**src/rtl/serial_result_reader.sv**
```systemverilog
// serial_result_reader
//   Reader side of the serial adder datapath. Collects the LSB-first sum bit
//   stream from the full-adder / carry-memory loop into a parallel word. It also
//   captures the final carry. A START/DONE/ACK handshake connects it to the
//   controller.
//
// Parameters:
//   WIDTH      serial bits per result word (2..32)
//
// Ports:
//   CLK2       system clock, rising edge
//   RESET      asynchronous active-high reset
//   CE         bit-valid; SUMA_IN is sampled only when CE=1 in SHIFT
//   START      1-cycle request to begin a new word
//   SUMA_IN    serial sum bit, LSB first
//   CARRY_IN   carry from the 1-bit carry memory, used on the last bit
//   ACK        controller acknowledges the completed result
//   BUSY       high while shifting
//   DONE       high while holding a valid result
//   RESULT     collected parallel sum
//   CARRY_OUT  final carry captured with the last bit
//   PARIDAD    XOR-reduction of the captured word (only with PARIDAD_EN)
//
// Optional feature macro: PARIDAD_EN adds the PARIDAD output.

module serial_result_reader #(
  parameter int unsigned WIDTH = 8
) (
  input  logic             CLK2,
  input  logic             RESET,
  input  logic             CE,
  input  logic             START,
  input  logic             SUMA_IN,
  input  logic             CARRY_IN,
  input  logic             ACK,
  output logic             BUSY,
  output logic             DONE,
  output logic [WIDTH-1:0] RESULT,
  output logic             CARRY_OUT
`ifdef PARIDAD_EN
  ,
  output logic             PARIDAD
`endif
);

  localparam int unsigned CntW = $clog2(WIDTH);
  localparam logic [CntW-1:0] LastIdx = CntW'(WIDTH - 1);

  typedef enum logic [1:0] {
    StIdle,
    StShift,
    StHold
  } state_e;

  state_e            state_q, state_d;
  logic [CntW-1:0]   count_q, count_d;
  logic [WIDTH-1:0]  shreg_q, shreg_d;
  logic [WIDTH-1:0]  result_q, result_d;
  logic              carry_q, carry_d;
  logic              capture;

  always_comb begin
    state_d = state_q;
    count_d = count_q;
    shreg_d = shreg_q;
    result_d = result_q;
    carry_d = carry_q;
    capture = 1'b0;

    unique case (state_q)
      StIdle: begin
        if (START) begin
          state_d = StShift;
          count_d = '0;
          shreg_d = '0;
        end
      end
      StShift: begin
        if (CE) begin
          // New bits enter at the MSB, so after WIDTH shifts bit k sits at position k.
          shreg_d = {SUMA_IN, shreg_q[WIDTH-1:1]};
          count_d = count_q + CntW'(1);
          if (count_q == LastIdx) begin
            capture = 1'b1;
            result_d = shreg_d;
            carry_d = CARRY_IN;
            state_d = StHold;
          end
        end
      end
      StHold: begin
        if (ACK) begin
          if (START) begin
            // Acknowledge and restart in one cycle skips IDLE.
            state_d = StShift;
            count_d = '0;
            shreg_d = '0;
          end else begin
            state_d = StIdle;
          end
        end
      end
      default: state_d = StIdle;
    endcase
  end

  always_ff @(posedge CLK2 or posedge RESET) begin
    if (RESET) begin
      state_q <= StIdle;
      count_q <= '0;
      shreg_q <= '0;
      result_q <= '0;
      carry_q <= 1'b0;
    end else begin
      state_q <= state_d;
      count_q <= count_d;
      shreg_q <= shreg_d;
      result_q <= result_d;
      carry_q <= carry_d;
    end
  end

`ifdef PARIDAD_EN
  logic parity_q;

  always_ff @(posedge CLK2 or posedge RESET) begin
    if (RESET) begin
      parity_q <= 1'b0;
    end else if (capture) begin
      parity_q <= ^result_d;
    end
  end

  assign PARIDAD = parity_q;
`else
  // Capture strobe only feeds the parity register.
  logic unused_capture;
  assign unused_capture = capture;
`endif

  assign BUSY = (state_q == StShift);
  assign DONE = (state_q == StHold);
  assign RESULT = result_q;
  assign CARRY_OUT = carry_q;

endmodule

```
**config.mk**
```make
export PLATFORM = sky130hd
export DESIGN_NAME = serial_result_reader
export DESIGN_NICKNAME = d
export VERILOG_FILES = /design/src/rtl/serial_result_reader.sv
export SDC_FILE = /design/constraint.sdc
export NUM_CORES = 1
export LEC_CHECK = 0
export BUFFER_PORTS_ARGS = -buffer_cell sky130_fd_sc_hd__buf_2
export CORE_MARGIN = 3
export CORE_UTILIZATION = 51
export DETAILED_ROUTE_END_ITERATION = 8
export PLACE_DENSITY_LB_ADDON = 0.05
export RECOVER_POWER = 50
export SLEW_MARGIN = 10
export SYNTH_ARGS = -nofsm -noshare
export SYNTH_HDL_FRONTEND = slang
export SYNTH_SLANG_ARGS = --single-unit
```
**constraint.sdc**
```tcl
create_clock -name CLK2 -period 1.6 [get_ports CLK2]
set_input_delay 0.32 -clock CLK2 [delete_from_list [all_inputs] [get_ports CLK2]]
set_output_delay 0.32 -clock CLK2 [all_outputs]
set_load 0.02 [all_outputs]
```
# --- After elaboration in Yosys (flattened, before gate mapping) ---
# Cells that the tools add are included.
word_totals:
  register_bits: 22
  word_cells: 32
  input_bits: 7
  out_inout_bits: 11
op_classes:
  n_reduce_logical: 5
  n_eq_ne: 7
  n_addsub: 1
  n_mux: 14
ops:
  columns: ["operator", "n"]
  rows:
  - ["8-bit 2-to-1 mux", 3]
  - ["8-bit one-hot mux with 3 select lines", 1]
  - ["3-bit 2-to-1 mux", 3]
  - ["3-bit one-hot mux with 3 select lines", 1]
  - ["2-bit 2-to-1 mux", 4]
  - ["2-bit != test, second input constant", 3]
  - ["2-bit one-hot mux with 3 select lines", 1]
  - ["3-bit AND reduction", 2]
  - ["4-bit AND reduction", 1]
  - ["3-bit by 1-bit adder with 3-bit output, second input constant", 1]
  - ["3-bit equality test, second input constant", 1]
  - ["3-bit nonzero test", 1]
  - ["2-bit by 1-bit equality test with 1-bit output, second input constant", 1]
  - ["2-bit equality test, second input constant", 1]
  - ["2-bit logical NOT", 1]
  - ["2-bit by 1-bit != test with 1-bit output, second input constant", 1]
  - ["1-bit 2-to-1 mux", 1]

# --- Longest topological paths before layout ---
# Gate-level depths: netlist of the first run.
logic_depth:
  ltp_word: 4
  mapped_depth: 5
  depth_no_buf: 5

# --- Worst setup path after synthesis of the first run ---
# No wires, ideal clock.
synth_timing:
  kind: "reg-to-reg"
  start: "register count_q[0]"
  end: "register carry_q (netlist: CARRY_OUT)"
  slack_ns: 0.244
  period_less_slack_ns: 1.356
  path_stages_with_launch: 5
  setup_time_ns: 0.125
  path_buffers: 0
  t_required_ns: 1.475
  arrival_ns: 1.232
  path_cell_list: "dfrtp_1 ha_1 ha_1 nand3_4 mux2_2"
synth_between:
  elab_chain_cells: 2
synth_lines:
  columns: ["element", "line_no", "source"]
  rows:
  - ["start, declared", "56", "logic [CntW-1:0] count_q, count_d;"]
  - ["start signal, assigned", "116", "count_q <= count_d;"]
  - ["3-bit equality test", "83", "if (count_q == LastIdx) begin"]
  - ["3-bit AND reduction (no line)", null, null]
  - ["end signal, assigned", "119", "carry_q <= carry_d;"]
  - ["end, declared", "59", "logic carry_q, carry_d;"]
# Every way passes these cells.
# A chain may end at the register's enable or synchronous reset.

# --- Final worst setup path of the first run ---
layout_timing:
  start: "register state_q[0]"
  end: "output port BUSY"
layout_between:
  elab_chain_cells: 1
layout_lines:
  columns: ["element", "line_no", "source"]
  rows:
  - ["start, declared", "55", "state_e state_q, state_d;"]
  - ["start signal, assigned", "109", "state_q <= StIdle;"]
  - ["start signal, assigned", "115", "state_q <= state_d;"]
  - ["2-bit by 1-bit equality test with 1-bit output", "141", "assign BUSY = (state_q == StShift);"]
  - ["end, declared", "36", "output logic BUSY,"]
# Every way passes these cells.

==> tab_implementation.tex, run 1 <==
\begin{tabular}{lr}
\hline
Metric & Value \\
\hline
\multicolumn{2}{l}{\textbf{Status}} \\
\quad Outcome & completed \\
\multicolumn{2}{l}{\textbf{STA}} \\
\quad Final Slew Violations & 0 \\
\quad Smallest hold slack & 0.228 ns \\
\quad RSZ-0062 raised after global routing & false \\
\quad Total negative slack & 0 ns \\
\quad Worst slew margin relative to its limit & 27.9\% \\
\quad Final Hold Vio Count & 0 \\
\quad Final critical-path share of the clock period & 91.5\% \\
\quad Post-layout minimum cycle time & 1.46 ns \\
\quad Final WS setup & 0.135 ns \\
\quad Tightest Pin Transition & 1.08 ns \\
\quad Number of endpoints failing setup at the final stage & 0 \\
\quad Final worst clock skew & 0.00619 ns \\
\quad Fmax & 683 MHz \\
\multicolumn{2}{l}{\textbf{Finish}} \\
\quad Area growth syn-to-layout & 12.9\% \\
\quad Multi-input combinational cell area & 313 sq um \\
\quad \# diodes & 0 \\
\quad Number of fill cells & 129 \\
\quad Share of layout cells above drive strength 1 & 36.4\% \\
\quad Number of nets in the layout & 87 \\
\quad Non-filler instance count after layout & 93 \\
\quad Area taken by flip-flops and latches & 526 sq um \\
\multicolumn{2}{l}{\textbf{Synth}} \\
\quad Number of synthesized register bits & 21 \\
\quad Basic-gate share of the synthesized area counting and, or, nand and nor cells & 6.37\% \\
\quad Area share of the largest cell type after synthesis & 60.8\% \\
\quad XOR/XNOR share of the synthesized area & 0\% \\
\quad Share of the synthesized area in compound gates (AO/OA/AOI/OAI) & 11.1\% \\
\quad Dominant combinational cell family by area after synthesis & multiplexers \\
\quad Post-Syn Area per Cell & 15.2 sq um \\
\quad Netlist area before placement & 865 sq um \\
\quad Fraction of synthesized area in multiplexers & 15.8\% \\
\quad Unique masters post-synth & 17 \\
\quad Post-synthesis instance total & 57 \\
\quad Synth Area in Adders & 2.89\% \\
\quad Async S/R FF share, synth & 100\% \\
\quad Sequential-to-total area share from yosys stat & 60.8\% \\
\quad Commonest cells in the synthesized netlist & sky130\_fd\_sc\_hd\_\_dfrtp\_1 (21), sky130\_fd\_sc\_hd\_\_a22o\_1 (9), sky130\_fd\_sc\_hd\_\_mux2\_2 (9) \\
\quad Number of synthesized flops with an enable pin & 0 \\
\quad Yosys warnings & 0 \\
\quad Most used standard cell by instance count after synthesis & sky130\_fd\_sc\_hd\_\_dfrtp\_1 \\
\quad Dominant register cell in the synthesized netlist & sky130\_fd\_sc\_hd\_\_dfrtp\_1 \\
\quad Leading post-synthesis cells by cell area & sky130\_fd\_sc\_hd\_\_dfrtp\_1 (61\%), sky130\_fd\_sc\_hd\_\_mux2\_2 (12\%), sky130\_fd\_sc\_hd\_\_a22o\_1 (9.1\%), sky130\_fd\_sc\_hd\_\_ha\_1 (2.9\%), sky130\_fd\_sc\_hd\_\_mux2i\_1 (2.3\%) \\
\quad Post-Synthesis Net Count & 66 \\
\quad Post-synthesis cell type with the largest combined area & sky130\_fd\_sc\_hd\_\_dfrtp\_1 \\
\multicolumn{2}{l}{\textbf{Detailed routing}} \\
\quad Overall routed net length & 1.31 mm \\
\quad Violation count after the first detailed-routing iteration & 5 \\
\quad Wirelength per Cell & 14.1 um \\
\quad First-pass detailed-route iteration total & 4 \\
\quad Antenna Nets Post-Route & 0 \\
\quad Total DRC errors in the routed layout & 0 \\
\quad Routed via count & 511 \\
\quad Via density & 5.49 \\
\multicolumn{2}{l}{\textbf{Floorplan}} \\
\quad Total die area & 0.00223 sq mm \\
\quad Floorplan Core Area & 0.00156 sq mm \\
\quad Height of the die & 47.2 um \\
\quad Cell row count & 14 \\
\quad Starting utilization of the core area & 55.5\% \\
\quad Top-level I/O count & 18 \\
\quad Die Width & 47.2 um \\
\multicolumn{2}{l}{\textbf{Clock network}} \\
\quad Clock Tree Root & sky130\_fd\_sc\_hd\_\_clkbuf\_4 \\
\quad Count of hold buffers inserted by post-cts repair & 0 \\
\quad Cts repair resizes & 0 \\
\quad CTS tree & built \\
\quad Clock tree buffer depth & 2 \\
\quad Clock buffers created by TritonCTS & 3 \\
\quad CTS H-Tree Depth & 1 \\
\quad Clock latency on the worst-skew pair & 0.29 ns \\
\quad Clock-pin slew on the worst setup and hold paths & 0.11 ns \\
\quad Number of buffers inserted by post-CTS setup repair & 0 \\
\quad Total number of clock tree sinks & 21 \\
\multicolumn{2}{l}{\textbf{Run}} \\
\quad \# Max-Cap Violations & 0 \\
\multicolumn{2}{l}{\textbf{Worst setup path}} \\
\quad Required time reported for the critical path endpoint & 1.28 ns \\
\quad Cell count of the worst reg-to-reg path & 4 \\
\quad Arrival time at the worst endpoint & 1.14 ns \\
\quad Type of element launching the critical path & register \\
\quad Slack of the worst reg-to-reg path & 0.16 ns \\
\quad Maximum fanout along the worst path & 5 \\
\quad Kind of critical path & register to output port \\
\quad Critical Path Sink Type & output port \\
\multicolumn{2}{l}{\textbf{Power and ir drop}} \\
\quad Sw frac & 34.4\% \\
\quad Power density cells & 1750 mW/mm\^{}2 \\
\quad Clk pwr share & 14.3\% \\
\quad Post-layout power & 0.00171 W \\
\quad Static power due to leakage & 0.516 nW \\
\quad Switching pwr & 0.000589 W \\
\quad Logic gate share of total power & 35.0\% \\
\quad Sequential Power Share & 50.7\% \\
\quad Internal cell power & 0.00112 W \\
\quad IR Drop Worst-Case VDD & 0.000835 V \\
\multicolumn{2}{l}{\textbf{Place}} \\
\quad Post-placement cell count & 89 \\
\quad Total of buffers placed on input and output ports & 17 \\
\quad Final HPWL DP & 937 um \\
\quad Pre-CTS worst setup slack & 0.159 ns \\
\quad Final weighted congestion in routability-driven placement & 0.630 \\
\multicolumn{2}{l}{\textbf{Global routing}} \\
\quad Initial antenna violation count & 0 \\
\quad Gr ovfl total & 0 \\
\quad Via count of the first global-routing pass & 468 \\
\quad Tot GR Track Use & 12.7\% \\
\quad Maximum number of pins on one net before global-route repair & 22 \\
\quad Global-route wire length before repair & 2.01 mm \\
\multicolumn{2}{l}{\textbf{Min path}} \\
\quad Worst Hold Depth & 2 \\
\quad Worst hold path type & primary input to register \\
\hline
\end{tabular}
## per-layer routing
metal / GRT usage (%) / routed length [um] / vias up
met3: 2.30 / 82 / 0
met1: 17.9 / 659 / 247
met4: 3.31 / 0 / 0
met5: 0 / 0 / -
li1: - / - / 248
met2: 20.1 / 565 / 16
## flip-flops by register name (all words and copies together), names as in the netlist
signal     count
shreg_q        7
CARRY_OUT      1
RESULT         8
state_q        2
count_q        3
## layout by cell type, fill, tap and decap left out, types with 2 or more instances in the layout
cell and n:
sky130_fd_sc_hd__a22o_1 9, sky130_fd_sc_hd__buf_2 12, sky130_fd_sc_hd__clkbuf_1 6, sky130_fd_sc_hd__clkbuf_4 3
sky130_fd_sc_hd__dfrtp_1 21, sky130_fd_sc_hd__ha_1 2, sky130_fd_sc_hd__inv_1 2, sky130_fd_sc_hd__mux2_2 9
sky130_fd_sc_hd__mux2i_1 2, sky130_fd_sc_hd__o21ai_0 2
## area by class of cell
| type | count | share of cell area, % |
|---|---|---|
| clock buffers | 3 | 2.31 |
| flip-flops and latches | 21 | 53.8 |
| inverters | 2 | 0.769 |
| clock inverters | 1 | 0.513 |
| repair buffers | 18 | 8.46 |
| multi-input cells | 32 | 32.1 |
| well taps | 16 | 2.05 |
## worst paths after layout
path	to	startpoint
worst min register to register	CARRY_OUT$_DFFE_PP0P_	CARRY_OUT$_DFFE_PP0P_
worst max-delay path	BUSY	state_q[0]$_DFFE_PP0P_
worst min-delay path	state_q[1]$_DFFE_PP0P_	ACK
max in group asynchronous	state_q[0]$_DFFE_PP0P_	RESET
min in group asynchronous	shreg_q[1]$_DFFE_PP0P_	RESET
worst max register to register	RESULT[6]$_DFFE_PP0P_	count_q[0]$_DFFE_PP0P_
## critical path, cell delays in order (launching register included)
cell	delay (ns)
sky130_fd_sc_hd__dfrtp_1	0.45
sky130_fd_sc_hd__nor2b_4	0.22
sky130_fd_sc_hd__buf_2	0.19
## power groups by stage
stage	logic (W)	registers [W]	clock network, W
4_1_cts	0.000622	0.000869	0.000260
3_5_place_dp	0.000619	0.000880	0
6_report	0.000599	0.000867	0.000244
5_1_grt	0.000652	0.000896	0.000283
3_3_place_gp	0.000610	0.000877	0
2_1_floorplan	0.000387	0.000957	0
## per-stage QoR
step / util, % / cell area (sq um)
finish: 62.6 / 976
global route: 62.6 / 976
CTS: 63.2 / 986
detailed placement: 61.5 / 958
global placement: 61.5 / 958
floorplan: - / 865
## cell families (layout without fill, tap and decap cells)
| family | Yosys count | in the layout |
|---|---|---|
| and+or+nand+nor | 6 | 6 |
| DFF | 21 | 21 |
| adders and majority gates | 2 | 2 |
| buffers and inverters | 4 | 24 |
| muxes | 12 | 12 |
| AOI/OAI and AO/OA | 12 | 12 |
Power figures use the tool's default switching activity.
==> run 2, diff against run 1 <==
Settings changed: PLACE_DENSITY set to 0.75, PLACE_DENSITY_LB_ADDON 0.05 to unset.
==> tab_implementation.tex, run 2 (same netlist as run 1, synthesis figures left out) <==
\begin{tabular}{lr}
\hline
Metric & Value \\
\hline
\multicolumn{2}{l}{\textbf{Status}} \\
\quad Outcome & completed \\
\multicolumn{2}{l}{\textbf{Global routing}} \\
\quad Maximum number of pins on one net before global-route repair & 22 (unchanged) \\
\quad Initial antenna violation count & 0 (unchanged) \\
\quad Via count of the first global-routing pass & 516 (+10\%) \\
\quad Tot GR Track Use & 14.8\% (+2.2 points) \\
\quad Gr ovfl total & 0 (unchanged) \\
\quad Global-route wire length before repair & 2.28 mm (+14\%) \\
\multicolumn{2}{l}{\textbf{Finish}} \\
\quad \# diodes & 0 (unchanged) \\
\quad Share of layout cells above drive strength 1 & 36.4\% (unchanged) \\
\quad Number of nets in the layout & 87 (unchanged) \\
\quad Finished Core Util & 62.6\% (unchanged) \\
\quad Most frequent cells in the layout & sky130\_fd\_sc\_hd\_\_dfrtp\_1 (21), sky130\_fd\_sc\_hd\_\_buf\_2 (12), sky130\_fd\_sc\_hd\_\_a22o\_1 (9), sky130\_fd\_sc\_hd\_\_mux2\_2 (9), sky130\_fd\_sc\_hd\_\_clkbuf\_1 (6) \\
\quad Most common library cell in the layout ignoring fill and taps & sky130\_fd\_sc\_hd\_\_dfrtp\_1 \\
\quad Largest register FFs & 8 (unchanged) \\
\quad Area growth syn-to-layout & 12.9\% (unchanged) \\
\multicolumn{2}{l}{\textbf{Worst setup path}} \\
\quad Kind of critical path & register to output port \\
\quad Cells along the critical path & nor2b\_4 -> buf\_2 \\
\quad Critical Path Sink Type & output port \\
\quad Type of element launching the critical path & register \\
\quad Slowest cell on the critical path & sky130\_fd\_sc\_hd\_\_dfrtp\_1 \\
\quad Slowest cell delay on critical path & 0.45 ns (about the same) \\
\quad Count of buffering cells on the critical path with inverters included & 1 (unchanged) \\
\quad Required time reported for the critical path endpoint & 1.28 ns (about the same) \\
\quad Cell family with most CP delay & flip-flops \\
\quad Maximum fanout along the worst path & 5 (unchanged) \\
\quad Arrival time at the worst endpoint & 1.16 ns (+0.02 ns) \\
\multicolumn{2}{l}{\textbf{Power and ir drop}} \\
\quad Static power due to leakage & 0.515 nW (-0.19\%) \\
\quad Power density cells & 1770 mW/mm\^{}2 (+0.86\%) \\
\quad IR Drop Worst-Case VDD & 0.000943 V (+13\%) \\
\multicolumn{2}{l}{\textbf{Floorplan}} \\
\quad Height of the die & 47.2 um (unchanged) \\
\quad Die Width & 47.2 um (unchanged) \\
\quad Total die area & 0.00223 sq mm (unchanged) \\
\quad Top-level I/O count & 18 (unchanged) \\
\quad Starting utilization of the core area & 55.5\% (unchanged) \\
\quad Floorplan Core Area & 0.00156 sq mm (unchanged) \\
\quad Cell row count & 14 (unchanged) \\
\multicolumn{2}{l}{\textbf{Detailed routing}} \\
\quad Violation count after the first detailed-routing iteration & 3 (-2) \\
\quad Antenna Nets Post-Route & 0 (unchanged) \\
\quad Routed via count & 515 (+0.78\%) \\
\quad Via density & 5.54 (+0.78\%) \\
\quad Wirelength per Cell & 14.5 um (+3.2\%) \\
\quad First-pass detailed-route iteration total & 4 (unchanged) \\
\quad Overall routed net length & 1.35 mm (+3.2\%) \\
\quad Total DRC errors in the routed layout & 0 (unchanged) \\
\multicolumn{2}{l}{\textbf{Clock network}} \\
\quad Clock latency on the worst-skew pair & 0.30 ns (about the same) \\
\quad Cts repair resizes & 0 (unchanged) \\
\quad Clock buffers created by TritonCTS & 3 (unchanged) \\
\quad Total number of clock tree sinks & 21 (unchanged) \\
\quad Clock-pin slew on the worst setup and hold paths & 0.11 ns (about the same) \\
\quad Clock tree buffer depth & 2 (unchanged) \\
\quad CTS tree & built \\
\quad Count of hold buffers inserted by post-cts repair & 0 (unchanged) \\
\quad Clock Tree Root & sky130\_fd\_sc\_hd\_\_clkbuf\_4 \\
\quad CTS H-Tree Depth & 1 (unchanged) \\
\quad Number of buffers inserted by post-CTS setup repair & 0 (unchanged) \\
\multicolumn{2}{l}{\textbf{STA}} \\
\quad Final critical-path share of the clock period & 92.2\% (+0.69 points) \\
\quad Number of endpoints failing setup at the final stage & 0 (unchanged) \\
\quad Fmax & 678 MHz (-0.74\%) \\
\quad Post-layout minimum cycle time & 1.48 ns (+0.0110 ns) \\
\quad Worst slew margin relative to its limit & 25.9\% (-2.0 points) \\
\quad Tightest Pin Transition & 1.11 ns (+0.0304 ns) \\
\quad Final Hold Vio Count & 0 (unchanged) \\
\quad Final worst clock skew & 0.00671 ns (+0.000524 ns) \\
\quad Total negative slack & 0 ns (unchanged) \\
\quad Final Slew Violations & 0 (unchanged) \\
\quad RSZ-0062 raised after global routing & false \\
\multicolumn{2}{l}{\textbf{Min path}} \\
\quad Worst hold path type & primary input to register \\
\multicolumn{2}{l}{\textbf{Place}} \\
\quad Total of buffers placed on input and output ports & 17 (unchanged) \\
\quad Final weighted congestion in routability-driven placement & 0.636 (+0.86\%) \\
\quad Final HPWL DP & 961 um (+2.6\%) \\
\multicolumn{2}{l}{\textbf{Run}} \\
\quad \# Max-Cap Violations & 0 (unchanged) \\
\hline
\end{tabular}
[run 2: cell counts in the layout (fill, tap and decap cells not counted)]
Identical to the previous run, type by type.
[run 2: per-stage QoR]
stage	instances	area, sq um	hold WS (ns)	total power (W)	worst slack (ns)
2_1_floorplan	57	865	0.297	0.00134	0.244
3_3_place_gp	89	958	0.355	0.00148	0.191
3_5_place_dp	89	958	0.360	0.00150	0.152
4_1_cts	93	986	0.0120	0.00176	0.118
5_1_grt	93	976	0.202	0.00185	0.0628
6_report	93	976	0.213	0.00172	0.124
[run 2: power breakdown]
group	switching [W]	total [W]	internal [W]
clock network	0.000161	0.000254	0.0000933
registers	0.000135	0.000872	0.000737
logic	0.000305	0.000599	0.000294
[run 2: worst paths after layout]
| kind | from | to | slack (ns) | cells past startpoint |
|---|---|---|---|---|
| max | state_q[0]$_DFFE_PP0P_ | BUSY | 0.12 | 2 |
| min | ACK | state_q[1]$_DFFE_PP0P_ | 0.21 | 2 |
| max reg2reg | count_q[0]$_DFFE_PP0P_ | RESULT[0]$_DFFE_PP0P_ | 0.17 | 4 |
| min reg2reg | RESULT[2]$_DFFE_PP0P_ | RESULT[2]$_DFFE_PP0P_ | 0.51 | 1 |
| max in group asynchronous | RESET | state_q[0]$_DFFE_PP0P_ | 0.60 | 3 |
| min in group asynchronous | RESET | RESULT[7]$_DFFE_PP0P_ | 0.33 | 3 |
[run 2: per-layer routing]
metal / part of all wire [%] / vias up / global-route usage, % / routed length, um
met1: 47 / 250 / 19.0 / 637
met3: 3.6 / 4 / 3.45 / 48
li1: - / 250 / - / -
met5: 0 / - / 0 / 0
met2: 47 / 11 / 23.0 / 639
met4: 1.8 / 0 / 8.29 / 24
[run 2: final cells by class]
type / instances / area, sq um
inverters: 2 / 7.51
multi-input cells: 32 / 313
flip-flops and latches: 21 / 526
fillers: 140 / 583
clock buffers: 3 / 22.5
repair buffers: 18 / 82.6
clock inverters: 1 / 5.00
well taps: 16 / 20.0
